**config.mk**
```make
export PLATFORM = sky130hd
export DESIGN_NAME = icache_line_drive
export DESIGN_NICKNAME = d
export VERILOG_FILES = /design/src/rtl/icache_line_drive.sv
export SDC_FILE = /design/constraint.sdc
export NUM_CORES = 1
export LEC_CHECK = 0
export ABC_AREA = 1
export BUFFER_PORTS_ARGS = -buffer_cell sky130_fd_sc_hd__buf_2
export CORE_AREA = 4 4 230 232
export CTS_BUF_LIST = sky130_fd_sc_hd__clkbuf_4 sky130_fd_sc_hd__clkbuf_8
export DETAILED_ROUTE_END_ITERATION = 16
export DIE_AREA = 0 0 234 236
export GPL_TIMING_DRIVEN = 0
export HOLD_SLACK_MARGIN = 0.08
export SYNTH_ARGS = -nofsm -noshare
export SYNTH_HDL_FRONTEND = slang
export SYNTH_SLANG_ARGS = --single-unit
```
**constraint.sdc**
```tcl
create_clock -name clock -period 7.29 [get_ports clock]
set_input_delay 0.3645 -clock clock [delete_from_list [all_inputs] [get_ports clock]]
set_output_delay 0.3645 -clock clock [all_outputs]
set_load 0.02 [all_outputs]
```
**src/rtl/icache_line_drive.sv**
```systemverilog
// ---------------------------------------------------------------------------
// icache_line_drive
//
// Fetch-stage result driver for the instruction cache. Accepts a looked-up
// fetch request (hit/miss, PC, prediction info, hit line) and delivers
// {pc, inst, prediction} to decode. On a miss it runs an AXI4 INCR burst
// refill, assembles the line in a local buffer and writes it into a way
// chosen by a 16-bit Galois LFSR.
//
// Optional feature macro: ICACHE_EARLY_RESTART_EN
//   When defined, the requested word is delivered during the refill burst as
//   soon as its beat has been captured; the line write still happens after
//   rlast.
//
// Handshake semantics (both sides): a transfer happens in a cycle where
// valid and ready are both high at the rising clock edge. valid never
// depends on ready in this block; once raised, valid_post_o is held until
// accepted unless kill_i, hold_i (on branches) or reset intervene.
//
// Ports
//   clock, reset                 clock, synchronous active-high reset
//   valid_pre_i / ready_pre_o    request handshake from the lookup stage
//   valid_post_o / ready_post_i  result handshake towards decode
//   kill_i                       flush: discard the current request's result
//   hold_i, is_branch_i          delivery hold, only effective on branches
//   fail_i / flush_o             prediction failed / redirect pulse on accept
//   tar_hit_i, hit_line_i        lookup hit flag and hit line
//   araddr_i                     fetch PC
//   pvalid_i, ptaken_i, ptarget_i  prediction info in
//   pvalid_o, ptaken_o, ptarget_o  latched prediction info
//   pc_o, inst_o, fault_o        latched PC, selected word, refill error
//   wen_o, windex_o, wway_o, wtag_o, wdata_o  cache line write port
//   io_master_*                  AXI4 read address / read data channels
//   debug_state                  current FSM state (encoding of state_e)
// ---------------------------------------------------------------------------
module icache_line_drive #(
    parameter  int LINE_WORDS = 4,
    parameter  int SETS       = 16,
    parameter  int WAYS       = 8,
    parameter  int BUS_W      = 64,
    localparam int OFF_W      = $clog2(LINE_WORDS * 4),
    localparam int IDX_W      = $clog2(SETS),
    localparam int TAG_W      = 32 - IDX_W - OFF_W,
    localparam int LINE_W     = LINE_WORDS * 32,
    localparam int WAY_W      = $clog2(WAYS)
) (
    input  logic              clock,
    input  logic              reset,

    input  logic              valid_pre_i,
    output logic              ready_pre_o,
    output logic              valid_post_o,
    input  logic              ready_post_i,
    input  logic              kill_i,
    input  logic              hold_i,
    input  logic              is_branch_i,
    input  logic              fail_i,
    output logic              flush_o,

    input  logic              tar_hit_i,
    input  logic [LINE_W-1:0] hit_line_i,
    input  logic [31:0]       araddr_i,
    input  logic              pvalid_i,
    input  logic              ptaken_i,
    input  logic [31:0]       ptarget_i,

    output logic              pvalid_o,
    output logic              ptaken_o,
    output logic [31:0]       ptarget_o,
    output logic [31:0]       pc_o,
    output logic [31:0]       inst_o,
    output logic              fault_o,

    output logic              wen_o,
    output logic [IDX_W-1:0]  windex_o,
    output logic [WAY_W-1:0]  wway_o,
    output logic [TAG_W-1:0]  wtag_o,
    output logic [LINE_W-1:0] wdata_o,

    output logic              io_master_arvalid,
    input  logic              io_master_arready,
    output logic [31:0]       io_master_araddr,
    output logic [3:0]        io_master_arid,
    output logic [7:0]        io_master_arlen,
    output logic [2:0]        io_master_arsize,
    output logic [1:0]        io_master_arburst,
    input  logic              io_master_rvalid,
    output logic              io_master_rready,
    input  logic [BUS_W-1:0]  io_master_rdata,
    input  logic [1:0]        io_master_rresp,
    input  logic              io_master_rlast,
    input  logic [3:0]        io_master_rid,

    output logic [2:0]        debug_state
);

    localparam int WI_W  = OFF_W - 2;   // word index within a line
    localparam int CNT_W = WI_W + 1;    // beat counter, can hold LINE_WORDS

    typedef enum logic [2:0] {
        S_IDLE      = 3'd0,
        S_HIT_WAIT  = 3'd1,
        S_AR        = 3'd2,
        S_R         = 3'd3,
        S_MISS_WAIT = 3'd4
    } state_e;

    state_e            state_q, state_d;
    logic [31:0]       pc_q;
    logic              pvalid_q, ptaken_q;
    logic [31:0]       ptarget_q;
    logic [31:0]       buf_q [LINE_WORDS];
    logic [CNT_W-1:0]  cnt_q;
    logic              fault_q;
    logic              killed_q;
    logic [15:0]       lfsr_q;
    logic [WAY_W-1:0]  way_q;

    logic [WI_W-1:0]   word_sel;
    logic [31:0]       beat_word;
    logic              beat_keep;
    logic              deliver_gate;
    logic              early_ok;
    logic              early_done;
    logic [15:0]       lfsr_next;
    logic              unused_rid;

    assign unused_rid = ^io_master_rid;

    assign word_sel     = pc_q[OFF_W-1:2];
    assign deliver_gate = !(is_branch_i && hold_i);
    // Beats past the line length are dropped; rlast still ends the burst.
    assign beat_keep    = (state_q == S_R) && io_master_rvalid
                          && (cnt_q < CNT_W'(LINE_WORDS));
    assign lfsr_next    = {1'b0, lfsr_q[15:1]} ^ (lfsr_q[0] ? 16'hB400 : 16'h0000);

    // Narrow 32-bit beats on a 64-bit bus arrive on the lane selected by
    // address bit 2, which for a line-aligned burst is the beat parity.
    generate
        if (BUS_W == 64) begin : g_lane64
            assign beat_word = cnt_q[0] ? io_master_rdata[63:32] : io_master_rdata[31:0];
        end else begin : g_lane32
            assign beat_word = io_master_rdata[31:0];
        end
    endgenerate

`ifdef ICACHE_EARLY_RESTART_EN
    logic word_ok_q;    // requested word has been captured during R
    logic delivered_q;  // requested word already accepted by decode
    assign early_ok   = word_ok_q && !delivered_q;
    assign early_done = delivered_q;
`else
    assign early_ok   = 1'b0;
    assign early_done = 1'b0;
`endif

    // -----------------------------------------------------------------------
    // Next state and outputs
    // -----------------------------------------------------------------------
    always_comb begin
        state_d           = state_q;
        ready_pre_o       = 1'b0;
        valid_post_o      = 1'b0;
        wen_o             = 1'b0;
        io_master_arvalid = 1'b0;
        io_master_araddr  = 32'h0;
        io_master_arid    = 4'h0;
        io_master_arlen   = 8'h0;
        io_master_arsize  = 3'b000;
        io_master_arburst = 2'b00;
        io_master_rready  = 1'b0;

        case (state_q)
            S_IDLE: begin
                ready_pre_o = 1'b1;
                if (valid_pre_i) begin
                    state_d = tar_hit_i ? S_HIT_WAIT : S_AR;
                end
            end

            S_HIT_WAIT: begin
                valid_post_o = !killed_q && !kill_i && deliver_gate;
                if (killed_q || kill_i || (valid_post_o && ready_post_i)) begin
                    state_d = S_IDLE;
                end
            end

            S_AR: begin
                io_master_arvalid = 1'b1;
                io_master_araddr  = {pc_q[31:OFF_W], {OFF_W{1'b0}}};
                io_master_arlen   = 8'(LINE_WORDS - 1);
                io_master_arsize  = 3'b010;
                io_master_arburst = 2'b01;
                if (io_master_arready) begin
                    state_d = S_R;
                end
            end

            S_R: begin
                io_master_rready = 1'b1;
                valid_post_o     = early_ok && !killed_q && !kill_i && deliver_gate;
                if (io_master_rvalid && io_master_rlast) begin
                    state_d = S_MISS_WAIT;
                end
            end

            S_MISS_WAIT: begin
                valid_post_o = !early_done && !killed_q && !kill_i && deliver_gate;
                // A killed or early-delivered line is still good memory, so
                // it is written back on every exit unless the refill faulted.
                if (early_done || killed_q || kill_i || (valid_post_o && ready_post_i)) begin
                    state_d = S_IDLE;
                    wen_o   = !fault_q;
                end
            end

            default: state_d = S_IDLE;
        endcase
    end

    assign flush_o = valid_post_o && ready_post_i && is_branch_i && fail_i;

    // -----------------------------------------------------------------------
    // State and datapath registers
    // -----------------------------------------------------------------------
    always_ff @(posedge clock) begin
        if (reset) begin
            state_q   <= S_IDLE;
            pc_q      <= 32'h0;
            pvalid_q  <= 1'b0;
            ptaken_q  <= 1'b0;
            ptarget_q <= 32'h0;
            cnt_q     <= '0;
            fault_q   <= 1'b0;
            killed_q  <= 1'b0;
            lfsr_q    <= 16'hACE1;
            way_q     <= '0;
            for (int i = 0; i < LINE_WORDS; i++) begin
                buf_q[i] <= 32'h0;
            end
`ifdef ICACHE_EARLY_RESTART_EN
            word_ok_q   <= 1'b0;
            delivered_q <= 1'b0;
`endif
        end else begin
            state_q <= state_d;
            case (state_q)
                S_IDLE: begin
                    if (valid_pre_i) begin
                        pc_q      <= araddr_i;
                        pvalid_q  <= pvalid_i;
                        ptaken_q  <= ptaken_i;
                        ptarget_q <= ptarget_i;
                        cnt_q     <= '0;
                        fault_q   <= 1'b0;
                        killed_q  <= 1'b0;
                        for (int i = 0; i < LINE_WORDS; i++) begin
                            buf_q[i] <= hit_line_i[32*i +: 32];
                        end
`ifdef ICACHE_EARLY_RESTART_EN
                        word_ok_q   <= 1'b0;
                        delivered_q <= 1'b0;
`endif
                    end
                end

                S_AR: begin
                    if (kill_i) begin
                        killed_q <= 1'b1;
                    end
                    if (io_master_arready) begin
                        way_q  <= lfsr_q[WAY_W-1:0];
                        lfsr_q <= lfsr_next;
                    end
                end

                S_R: begin
                    // The burst is always drained; a kill only suppresses
                    // delivery of the result.
                    if (kill_i) begin
                        killed_q <= 1'b1;
                    end
                    if (io_master_rvalid && (io_master_rresp != 2'b00)) begin
                        fault_q <= 1'b1;
                    end
                    if (beat_keep) begin
                        buf_q[cnt_q[WI_W-1:0]] <= beat_word;
                        cnt_q                  <= cnt_q + CNT_W'(1);
`ifdef ICACHE_EARLY_RESTART_EN
                        if (cnt_q[WI_W-1:0] == word_sel) begin
                            word_ok_q <= 1'b1;
                        end
`endif
                    end
`ifdef ICACHE_EARLY_RESTART_EN
                    if (valid_post_o && ready_post_i) begin
                        delivered_q <= 1'b1;
                    end
`endif
                end

                default: ;
            endcase
        end
    end

    // -----------------------------------------------------------------------
    // Output mapping
    // -----------------------------------------------------------------------
    assign pc_o      = pc_q;
    assign pvalid_o  = pvalid_q;
    assign ptaken_o  = ptaken_q;
    assign ptarget_o = ptarget_q;
    assign inst_o    = buf_q[word_sel];
    assign fault_o   = fault_q;
    assign windex_o  = pc_q[OFF_W+IDX_W-1:OFF_W];
    assign wtag_o    = pc_q[31:OFF_W+IDX_W];
    assign wway_o    = way_q;

    generate
        for (genvar g = 0; g < LINE_WORDS; g++) begin : g_wdata
            assign wdata_o[32*g +: 32] = buf_q[g];
        end
    endgenerate

    assign debug_state = state_q;

endmodule
```
### Word-level counts from Yosys, hierarchy flattened

Memories as Yosys holds them, arrays and structs flattened. A register that Yosys moved wholly into a read port is not among the register bits.
Index checks and enable logic that the tools add are counted.

| operators by class | value |
|---|---|
| $add $sub $neg | 1 |
| multipliers | 0 |
| divide/modulo/power cells | 0 |
| magnitude comparators | 1 |
| equal/unequal tests | 11 |
| shift operators | 0 |
| multiplexer cells | 45 |
| bitwise logic cells | 5 |
| reduce and logical (&&, ||, !) cells | 30 |

Operators with widths:

| cell | number |
|---|---|
| 2-to-1 mux 32 bit | 7 |
| OR reduction 32 bit | 1 |
| 2-to-1 mux 1 bit | 21 |
| 2-to-1 mux 3 bit | 6 |
| 2-to-1 mux 16 bit | 1 |
| bitwise XOR 15 x 16 -> 16 bit | 1 |
| 2-to-1 mux 2 bit | 6 |
| one-hot mux 3 bit (4 select lines) | 1 |
| logical AND 1 bit | 11 |
| AND reduction 3 bit | 3 |
| inequality test 2 x 1 -> 1 bit (second input constant) | 4 |
| == test 3 x 2 -> 1 bit (second input constant) | 2 |
| inequality test 2 bit (second input constant) | 3 |
| one-hot mux 3 bit (2 select lines) | 1 |
| nonzero test 2 bit | 3 |
| zero test 1 bit | 4 |
| OR 1 bit | 4 |
| one-hot mux 1 bit (2 select lines) | 2 |
| AND reduction 2 bit | 2 |
| AND reduction 4 bit | 1 |
| OR reduction 2 bit | 2 |
| adder 3 x 1 -> 3 bit (second input constant) | 1 |
| == test 3 x 1 -> 1 bit (second input constant) | 1 |
| == test 3 bit (second input constant) | 1 |
| 3 further kinds | 4 |

| storage, ports and cells | value |
|---|---|
| bits in registers | 93 |
| bits in latches | 0 |
| RAM bits | 128 |
| ROM bits | 0 |
| memories | 1 |

Memories:

| memory | words | bits a word | read ports | clocked after memory_dff | write ports | line | text |
|---|---|---|---|---|---|---|---|
| buf_q | 4 | 32 | 5 | 1 | 4 | 112 | `logic [31:0] buf_q [LINE_WORDS];` |

### Logic depth before layout (Yosys ltp)

Gate-level depths: netlist (run 1).

| logic depth | value |
|---|---|
| word-level depth | 9 |
| mapped depth | 9 |
| mapped depth without buffers | 9 |

### Worst setup path before layout (run 1)

OpenSTA, ideal clock, no wires.

| timing path | value |
|---|---|
| kind | register -> register |
| start | reg cnt_q[0] |
| end | mem buf_q[0][0] (enable) |
| arrival | 1.957 ns |
| data required time | 6.812 ns |
| path slack | 4.855 ns |
| cell stages (with the launch flop) | 8 |
| path buffers | 3 |
| clock period less this slack | 2.435 ns |
| cell sequence | dfxtp_1 > buf_2 > buf_2 > inv_1 > ha_1 > nand3_1 > buf_2 > nand2_1 |

RTL lines:

| what | line | text |
|---|---|---|
| start: declaration | 113 | `logic [CNT_W-1:0] cnt_q;` |
| start signal: assignment | 288 | `cnt_q <= cnt_q + CNT_W'(1);` |
| end: declaration | 112 |  |

==> results of run 1 <==
critical path, cell delays in order (launching register included):
cell and delay [ns]:
dfxtp_1 0.39, buf_2 0.32, clkinv_1 0.47, clkbuf_1 0.41, o21ai_0 0.40, o22ai_1 0.12, buf_2 0.18
how the worst max path moves through the flow:
stage,slack (ns),cells after the start,end,startpoint
final,4.05,6,inst_o[22],register
after global routing,3.83,6,inst_o[22],register
after detailed placement,4.18,8,buf_q[0][5]$_DFFE_PP_,cnt_q[0]$_SDFFE_PP0P_
after global placement,3.18,7,buf_q[0][5]$_DFFE_PP_,cnt_q[0]$_SDFFE_PP0P_
after CTS,3.91,6,inst_o[22],register
after floorplan,4.85,7,buf_q[0][0]$_DFFE_PP_,cnt_q[0]$_SDFFE_PP0P_
flip-flops by register name (all words and copies together), names as in the netlist, named ones only:
register	count
pc_o	32
cnt_q	3
killed_q	1
debug_state	3
fault_o	1
lfsr_q	16
wway_o	2
pvalid_o	1
ptarget_o	32
buf_q	128
ptaken_o	1
cells in the mapped netlist:
library cell | instances | share of area [%]
nor2_2 | 1 | 0.059
o211ai_1 | 1 | 0.071
buf_1 | 14 | 0.50
nor3_1 | 1 | 0.047
o21ai_0 | 94 | 4.5
nand3_1 | 170 | 8.1
a21oi_1 | 47 | 2.2
xnor2_1 | 3 | 0.25
buf_4 | 56 | 4.0
nor2_4 | 1 | 0.11
dfxtp_1 | 94 | 18
edfxtp_1 | 128 | 37
conb_1 | 1 | 0.036
clkinv_1 | 1 | 0.036
inv_1 | 47 | 1.7
and3_1 | 1 | 0.059
nand3_2 | 3 | 0.29
buf_2 | 42 | 2.0
inv_2 | 5 | 0.18
mux2i_1 | 32 | 3.0
clkbuf_1 | 31 | 1.1
o21ai_1 | 140 | 6.7
ha_1 | 4 | 0.48
o22ai_1 | 32 | 1.9
nor2_1 | 121 | 4.3
nand2_1 | 113 | 4.0
power groups by stage:
stage	clock (mW)	sequential (mW)	combinational, mW
2_1_floorplan	0	2.22	1.11
3_3_place_gp	0	1.94	2.47
3_5_place_dp	0	1.93	2.51
4_1_cts	1.37	1.91	2.59
5_1_grt	1.42	1.94	2.77
6_report	1.33	1.92	2.59
routing by layer:
layer	wire [microns]	vias to the layer above	GRT usage (%)
li1	-	5670	-
met1	22700	5996	24.2
met2	28100	859	34.1
met3	6200	149	5.60
met4	2350	6	8.43
met5	40	-	0
stage by stage:
| stage | worst slack, ns | total power, mW | hold slack [ns] | area [sq um] | utilization, % |
|---|---|---|---|---|---|
| floorplan | 4.85 | 3.32 | 0.429 | 10600 | - |
| global placement | 3.18 | 4.40 | 0.443 | 14300 | 28.0 |
| detailed placement | 4.18 | 4.44 | 0.448 | 14400 | 28.2 |
| CTS | 3.91 | 5.87 | 0.0802 | 16900 | 33.1 |
| global route | 3.83 | 6.13 | 0.0977 | 16900 | 33.1 |
| finish | 4.05 | 5.85 | 0.128 | 16900 | 33.1 |
cell type report:
class / instances / area [sq um]
sequential: 222 / 5730
tap: 680 / 851
antenna: 7 / 17.5
timing repair buffer: 734 / 4540
clock buffer: 65 / 782
buffer: 143 / 800
multi-input combinational: 781 / 3870
inverter: 53 / 199
clock inverter: 6 / 103
fill: 5238 / 34100
cell families (layout without fill, tap and decap cells):
logic type,after synthesis,count (layout)
adders and majority gates,4,4
xor gates and xnor gates,3,3
AOI/OAI and AO/OA,314,314
and+or+nand+nor,411,411
muxes,32,32
other,1,24
DFF,222,222
buffers and inverters,196,1001
repair_timing:
action	4_1_cts	5_1_grt
endpoints found under the setup margin	0	0
hold buffers	161	0
endpoints found under the hold margin	161	0
==> impl_metrics.yaml, run 1 <==
route:
  drc: 0
  ant_nets: 0
  wl_microns: 59500
  first_pass_iters: 5
  vias_per_cell: 4.71
  vias: 12700
  drt-wirelength-per-cell_microns: 22.1
  dr.first_iter.drc_count: 996
cells_and_area:
  syn_to_final_growth_pct: 60.4
  num-nets-final: 2257
  finalNonFillerCells: 2691
  layout_commonest_cell: "buf_2"
  final_cell_mix: "buf_2, nand3_1, dlygate4sd3_1, o21ai_1, edfxtp_1"
  drive_gt1_share_pct: 37.6
clock_tree:
  clock_sinks: 222
  numCtsBuffers: 42
  clk_pin_slew_ns: 0.06
  post_cts_buffers: 0
  cts_tree: "built"
  root_buffer: "clkbuf_8"
  clk_latency_ns: 0.59
  clockBufferDepth: 3
  h-tree-depth: 2
  cts.repair.resized: 0
min_path:
  min_from: "hit_line_i[95]"
  whs_endpoint: "buf_q[2][31]$_DFFE_PP_"
  whs_path_depth: 3
  hold_path.class: "in -> reg"
sta:
  slew_violations: 0
  rsz0062_at_grt: "false"
  fin_tns_setup_ns: 0
  final-setup-viol-count: 0
  worst_pin_slew_ns: 0.940
  relSlewSlack_pct: 37.4
  min_period_over_period_pct: 44.5
  fin_crit_ns: 3.24
  max_freq_mhz: 308
  skew_ns: 0.0324
  hold_violations: 0
yosys:
  syn_inst: 1183
  ys.warnings.count: 0
  synth_area_per_cell_sq_um: 8.90
  synth_area_sq_um: 10500
  synth_fa_ha_area_share_pct: 0.475
  synthXorXnorAreaFrac_pct: 0.250
  synthSimpleGateAreaFrac_pct: 17.0
  synth-seq-cells: 222
  synth_top_family_by_area: "simple AND/OR/NAND/NOR gates"
  ys_seq_area_share_pct: 54.4
  yosysUniqueCellTypes: 26
  synth_mux_area_share_pct: 3.04
  synth_compound_area_share_pct: 15.3
power:
  p_switching_mw: 2.57
  p_int_mw: 3.28
  clkPwrFrac_pct: 22.8
  p_comb_share_pct: 44.3
  ir_drop_mv: 0.154
  swShare_pct: 44.0
  powerDensity_nw_per_um2: 346
  p_seq_share_pct: 32.9
  p_leak_nw: 7.75
floorplanning:
  coreArea_sq_um: 51000
  die_w_microns: 234
  ioPinCount: 592
  dieArea_sq_um: 55200
  die_h_microns: 236
  start_util_pct: 20.6
  rows: 83
critical_path:
  cp.arrival_ns: 2.88
  regToRegStartpoint: "cnt_q[0]$_SDFFE_PP0P_"
  required_ns: 6.93
  worstReg2RegEnd: "buf_q[0][14]$_DFFE_PP_"
  ff2ff_setup_slack_ns: 4.22
  path_max_fanout: 10
  start_kind: "register"
  end_kind: "output port"
  rr_worst_depth: 8
  worstSetupPathType: "reg -> out"
placement:
  portBuffers: 569
  gp_congestion: 0.913
  dpl.cell_count: 2452
  dp_hpwl_microns: 44600
global_routing:
  track_usage_pct: 20.2
  grt_pass1_vias: 12700
  antenna_found_initial: 11
  overflow: 0
  grt_pass1_wl_microns: 82800
  grt_max_degree: 30
run:
  drv_cap: 0
run_status:
  status: "finished, final reports clean"
No activity file was read; power rests on OpenSTA's default activity.
==> inputs of run 2 (changes only) <==
--- a/config.mk
+++ b/config.mk
@@ -7,10 +7,10 @@
 export LEC_CHECK = 0
 export ABC_AREA = 1
 export BUFFER_PORTS_ARGS = -buffer_cell sky130_fd_sc_hd__buf_2
-export CORE_AREA = 4 4 230 232
+export CORE_AREA = 4 4 231 233
 export CTS_BUF_LIST = sky130_fd_sc_hd__clkbuf_4 sky130_fd_sc_hd__clkbuf_8
 export DETAILED_ROUTE_END_ITERATION = 16
-export DIE_AREA = 0 0 234 236
+export DIE_AREA = 0 0 235 237
 export GPL_TIMING_DRIVEN = 0
 export HOLD_SLACK_MARGIN = 0.08
 export SYNTH_ARGS = -nofsm -noshare
==> constraint.sdc (replaced) <==
create_clock -name clock -period 2.9 [get_ports clock]
set_input_delay 0.145 -clock clock [delete_from_list [all_inputs] [get_ports clock]]
set_output_delay 0.145 -clock clock [all_outputs]
set_load 0.02 [all_outputs]
==> run 2 against run 1 <==
  * Die area increased by 0.85%
  * First-iteration DRC count up 1.3%
  * Highest routed layer is now met4
  * Global-route usage rose by 0.92 points
  * Cell count increased by 5.6%
  * Critical path type unchanged
==> impl_metrics.yaml, run 2 (same netlist as run 1, synthesis figures left out) <==
sta:
  fin_crit_ns: 2.79
  relSlewSlack_pct: 37.7
  skew_ns: 0.0157
  min_period_over_period_pct: 96.4
  final-setup-viol-count: 0
  slew_violations: 0
  layout_setup_ws_ns: 0.106
  max_freq_mhz: 358
  worst_pin_slew_ns: 0.934
  hold_violations: 0
floorplanning:
  die_w_microns: 235
  coreArea_sq_um: 51200
  dieArea_sq_um: 55700
  start_util_pct: 20.6
  die_h_microns: 237
  rows: 83
  ioPinCount: 592
route:
  first_pass_iters: 6
  vias_per_cell: 4.72
  vias: 13400
  dr.first_iter.drc_count: 1009
  ant_nets: 0
  drc: 0
  drt-wirelength-per-cell_microns: 22.0
  wl_microns: 62500
global_routing:
  grt_pass1_vias: 14000
  overflow: 0
  antenna_found_initial: 6
  grt_pass1_wl_microns: 89200
  grt_max_degree: 29
  track_usage_pct: 21.2
cells_and_area:
  multi_input_comb_area_sq_um: 3870
  num-nets-final: 2406
  finalNonFillerCells: 2841
  layout_commonest_cell: "buf_2"
  final_cell_mix: "buf_2, dlygate4sd3_1, nand3_1, o21ai_1, edfxtp_1"
  largest_register_ffs: 128
  syn_to_final_growth_pct: 74.4
  fill_cells: 5201
  final-seq-area_sq_um: 5730
  drive_gt1_share_pct: 35.0
  top_register: "buf_q"
clock_tree:
  clock_sinks: 222
  clockBufferDepth: 3
  numCtsBuffers: 43
  clk_latency_ns: 0.58
  root_buffer: "clkbuf_8"
  cts_tree: "built"
  post_cts_buffers: 0
  h-tree-depth: 2
  clk_pin_slew_ns: 0.06
critical_path:
  worstSetupPathType: "reg -> out"
  cp.arrival_ns: 2.65
  end_kind: "output port"
  required_ns: 2.76
  path_max_fanout: 10
  start_kind: "register"
power:
  ir_drop_mv: 0.417
  p_leak_nw: 8.50
  powerDensity_nw_per_um2: 818
placement:
  dpl.cell_count: 2452
  gp_congestion: 1.00
  portBuffers: 569
  post-place-ws_ns: -0.0895
  dp_hpwl_microns: 45600
min_path:
  hold_path.class: "in -> reg"
run:
  drv_cap: 0
run_status:
  status: "finished, final reports clean"
-- run 2: changes by cell type in the layout (fill, tap and decap cells not counted), moves of 2 or more --
cell | previous run | this run
buf_2 | 611 | 609
clkbuf_1 | 31 | 28
clkbuf_2 | 0 | 4
clkbuf_4 | 18 | 15
clkinv_1 | 3 | 11
diode_2 | 7 | 4
dlygate4sd3_1 | 161 | 309
-- run 2: worst paths after layout --
check	start	endpoint	slack, ns	cells past startpoint
max reg2reg	cnt_q[0]$_SDFFE_PP0P_	buf_q[0][9]$_DFFE_PP_	0.18	8
max	register	inst_o[22]	0.11	6
min reg2reg	ptarget_o[7]$_SDFFE_PP0N_	ptarget_o[7]$_SDFFE_PP0N_	0.46	2
min	io_master_rdata[39]	buf_q[2][7]$_DFFE_PP_	0.11	3
-- run 2: final cells by class --
class                           instances  share of cell area, %
Inverter                               53                   1.09
Clock buffer                           62                   4.17
Antenna cell                            4                 0.0545
Tap cell                              680                   4.63
Timing Repair Buffer                  882                   32.8
Sequential cell                       222                   31.2
Multi-Input combinational cell        781                   21.1
Clock inverter                         14                  0.579
Buffer                                143                   4.41
-- run 2: through the flow --
step | cell area, sq um | power (mW) | hold WS, ns | utilization, % | setup TNS [ns]
after floorplan | 10600 | 8.35 | 0.284 | - | 0
after global placement | 14300 | 11.1 | 0.374 | 27.9 | -116.95
after detailed placement | 14400 | 11.2 | 0.384 | 28.1 | -2.07
after CTS | 18300 | 15.1 | 0.0803 | 35.8 | -0.0148
after global routing | 18400 | 15.8 | 0.110 | 35.9 | -0.00971
final | 18400 | 15.0 | 0.111 | 35.9 | 0
-- run 2: routing by layer --
| metal | GRT usage, % | vias up | wire, microns |
|---|---|---|---|
| li1 | - | 5979 | - |
| met1 | 24.7 | 6380 | 24200 |
| met2 | 36.8 | 868 | 30200 |
| met3 | 5.40 | 170 | 5500 |
| met4 | 9.20 | 0 | 2510 |
| met5 | 0 | - | 0 |
-- run 2: power by group --
group / switching (mW) / total [mW] / internal [mW]
Sequential: 0.547 / 4.82 / 4.27
Combinational: 4.65 / 6.94 / 2.29
Clock: 1.40 / 3.26 / 1.86
-- run 2: worst max-delay path, stage by stage, from the launching register on --
cell,delay (ns)
dfxtp_1,0.37
buf_2,0.35
clkinv_2,0.29
clkbuf_2,0.30
nor2_1,0.32
o22ai_1,0.23
buf_2,0.21
-- run 2: timing repair --
item | in CTS | in global routing
gates resized for setup | 4 | 7
setup endpoints to repair | 55 | 27
hold buffers | 309 | 0
endpoints found under the hold margin | 210 | 0
==> inputs of run 3 (changes only) <==
--- a/config.mk
+++ b/config.mk
@@ -13,6 +13,7 @@
 export DIE_AREA = 0 0 235 237
 export GPL_TIMING_DRIVEN = 0
 export HOLD_SLACK_MARGIN = 0.08
+export RECOVER_POWER = 25
 export SYNTH_ARGS = -nofsm -noshare
 export SYNTH_HDL_FRONTEND = slang
 export SYNTH_SLANG_ARGS = --single-unit
==> run 3 against run 2 <==
  * Power decreased by 0.82%
  * Combinational power decreased by 2%
  * Wire length about the same
  * First-iteration DRC count increased by 1.9%
  * Register-to-register slack about the same
  * Global-route usage unchanged
  * Count of clock-buffer cells in the layout unchanged
  * Fmax decreased by 0.89%
  * Largest cell class unchanged
  * Cell area decreased by 1.1%
  * Critical endpoint unchanged
  * Sequential share of layout area increased by 0.34 points
  * Critical path depth unchanged
==> impl_metrics.yaml, run 3 (same netlist as run 1, synthesis figures left out) <==
placement:
  dp_hpwl_microns: 45600
  post-place-ws_ns: -0.0895
  dpl.cell_count: 2452
  gp_congestion: 1.00
  portBuffers: 569
min_path:
  hold_path.class: "in -> reg"
sta:
  fin_crit_ns: 2.82
  final-setup-viol-count: 0
  max_freq_mhz: 355
  relSlewSlack_pct: 39.5
  min_period_over_period_pct: 97.2
  worst_pin_slew_ns: 0.908
  fin_tns_setup_ns: 0
  whs_ns: 0.112
  skew_ns: 0.0133
  hold_violations: 0
  layout_setup_ws_ns: 0.0805
  slew_violations: 0
power:
  ir_drop_mv: 0.411
  powerDensity_nw_per_um2: 820
  p_total_mw: 14.9
  p_leak_nw: 7.90
cells_and_area:
  finalNonFillerCells: 2842
  final_cell_mix: "buf_2, dlygate4sd3_1, clkbuf_1, nand3_1, o21ai_1"
  drive_gt1_share_pct: 27.5
  final-seq-area_sq_um: 5730
  layout_commonest_cell: "buf_2"
  largest_register_ffs: 128
  multi_input_comb_area_sq_um: 3870
  syn_to_final_growth_pct: 72.5
  top_register: "buf_q"
  num-nets-final: 2406
  fill_cells: 5299
critical_path:
  worstSetupPathType: "reg -> out"
  worstReg2RegEnd: "buf_q[0][4]$_DFFE_PP_"
  ff2ff_setup_slack_ns: 0.18
  worstSetupEndpoint: "inst_o[22]"
  regToRegStartpoint: "cnt_q[0]$_SDFFE_PP0P_"
  rr_worst_depth: 8
  end_kind: "output port"
  required_ns: 2.76
  path_max_fanout: 10
  cp.arrival_ns: 2.67
  start_kind: "register"
clock_tree:
  cts_tree: "built"
  clockBufferDepth: 3
  root_buffer: "clkbuf_8"
  h-tree-depth: 2
  clk_pin_slew_ns: 0.06
  numCtsBuffers: 43
  clock_sinks: 222
  post_cts_buffers: 0
  clk_latency_ns: 0.58
route:
  first_pass_iters: 6
  ant_nets: 0
  wl_microns: 62500
  drt-wirelength-per-cell_microns: 22.0
  dr.first_iter.drc_count: 1028
  vias: 13300
  drc: 0
  vias_per_cell: 4.69
floorplanning:
  start_util_pct: 20.6
  rows: 83
  ioPinCount: 592
  coreArea_sq_um: 51200
  die_h_microns: 237
  die_w_microns: 235
  dieArea_sq_um: 55700
global_routing:
  track_usage_pct: 21.2
  grt_pass1_wl_microns: 89200
  overflow: 0
  grt_max_degree: 29
  grt_pass1_vias: 14000
  antenna_found_initial: 6
run:
  drv_cap: 0
run_status:
  status: "finished, final reports clean"
run 3: worst min-delay path by stage:
stage | startpoint | endpoint | slack, ns | depth (start not counted)
global route | io_master_rdata[39] | buf_q[0][7]$_DFFE_PP_ | 0.11 | 3
floorplan | araddr_i[10] | pc_o[10]$_SDFFE_PP0N_ | 0.28 | 2
finish | io_master_rdata[39] | buf_q[2][7]$_DFFE_PP_ | 0.11 | 3
detailed placement | araddr_i[18] | pc_o[18]$_SDFFE_PP0N_ | 0.38 | 3
CTS | io_master_rdata[52] | buf_q[2][20]$_DFFE_PP_ | 0.08 | 3
global placement | araddr_i[13] | pc_o[13]$_SDFFE_PP0N_ | 0.37 | 3
run 3: worst max-delay path, stage by stage, from the launching register on:
cell and delay [ns]:
dfxtp_1 0.37, buf_2 0.35, clkinv_2 0.29, clkbuf_2 0.31, nor2_1 0.32, o22ai_1 0.23
buf_2 0.21
run 3: what timing repair did:
item                                    in CTS  in global routing
endpoints found under the setup margin      55                 27
endpoints found under the hold margin      210                  0
gates resized for setup                      4                  7
hold buffers                               309                  0
run 3: routing by layer:
layer | GRT usage (%) | vias to the layer above | wire length, microns
met5 | 0 | - | 0
met1 | 24.7 | 6317 | 24200
met2 | 36.8 | 852 | 30200
met3 | 5.40 | 176 | 5570
met4 | 9.20 | 0 | 2560
li1 | - | 5978 | -
run 3: area by class of cell:
class                      instances  share of cell area [%]
multi-input combinational        781                    21.3
tap                              680                    4.68
antenna                            5                  0.0689
clock buffer                      62                    4.22
timing repair buffer             882                    32.0
buffer                           143                    4.46
sequential                       222                    31.5
clock inverter                    14                   0.586
inverter                          53                    1.10
run 3: power by group:
group	switching, mW	internal (mW)
combinational	4.66	2.15
sequential	0.564	4.27
clock	1.40	1.86
run 3: stage by stage:
step	utilization, %	area [sq um]
final	35.5	18200
after global routing	35.5	18200
after CTS	35.8	18300
after detailed placement	28.1	14400
after global placement	27.9	14300
after floorplan	-	10600
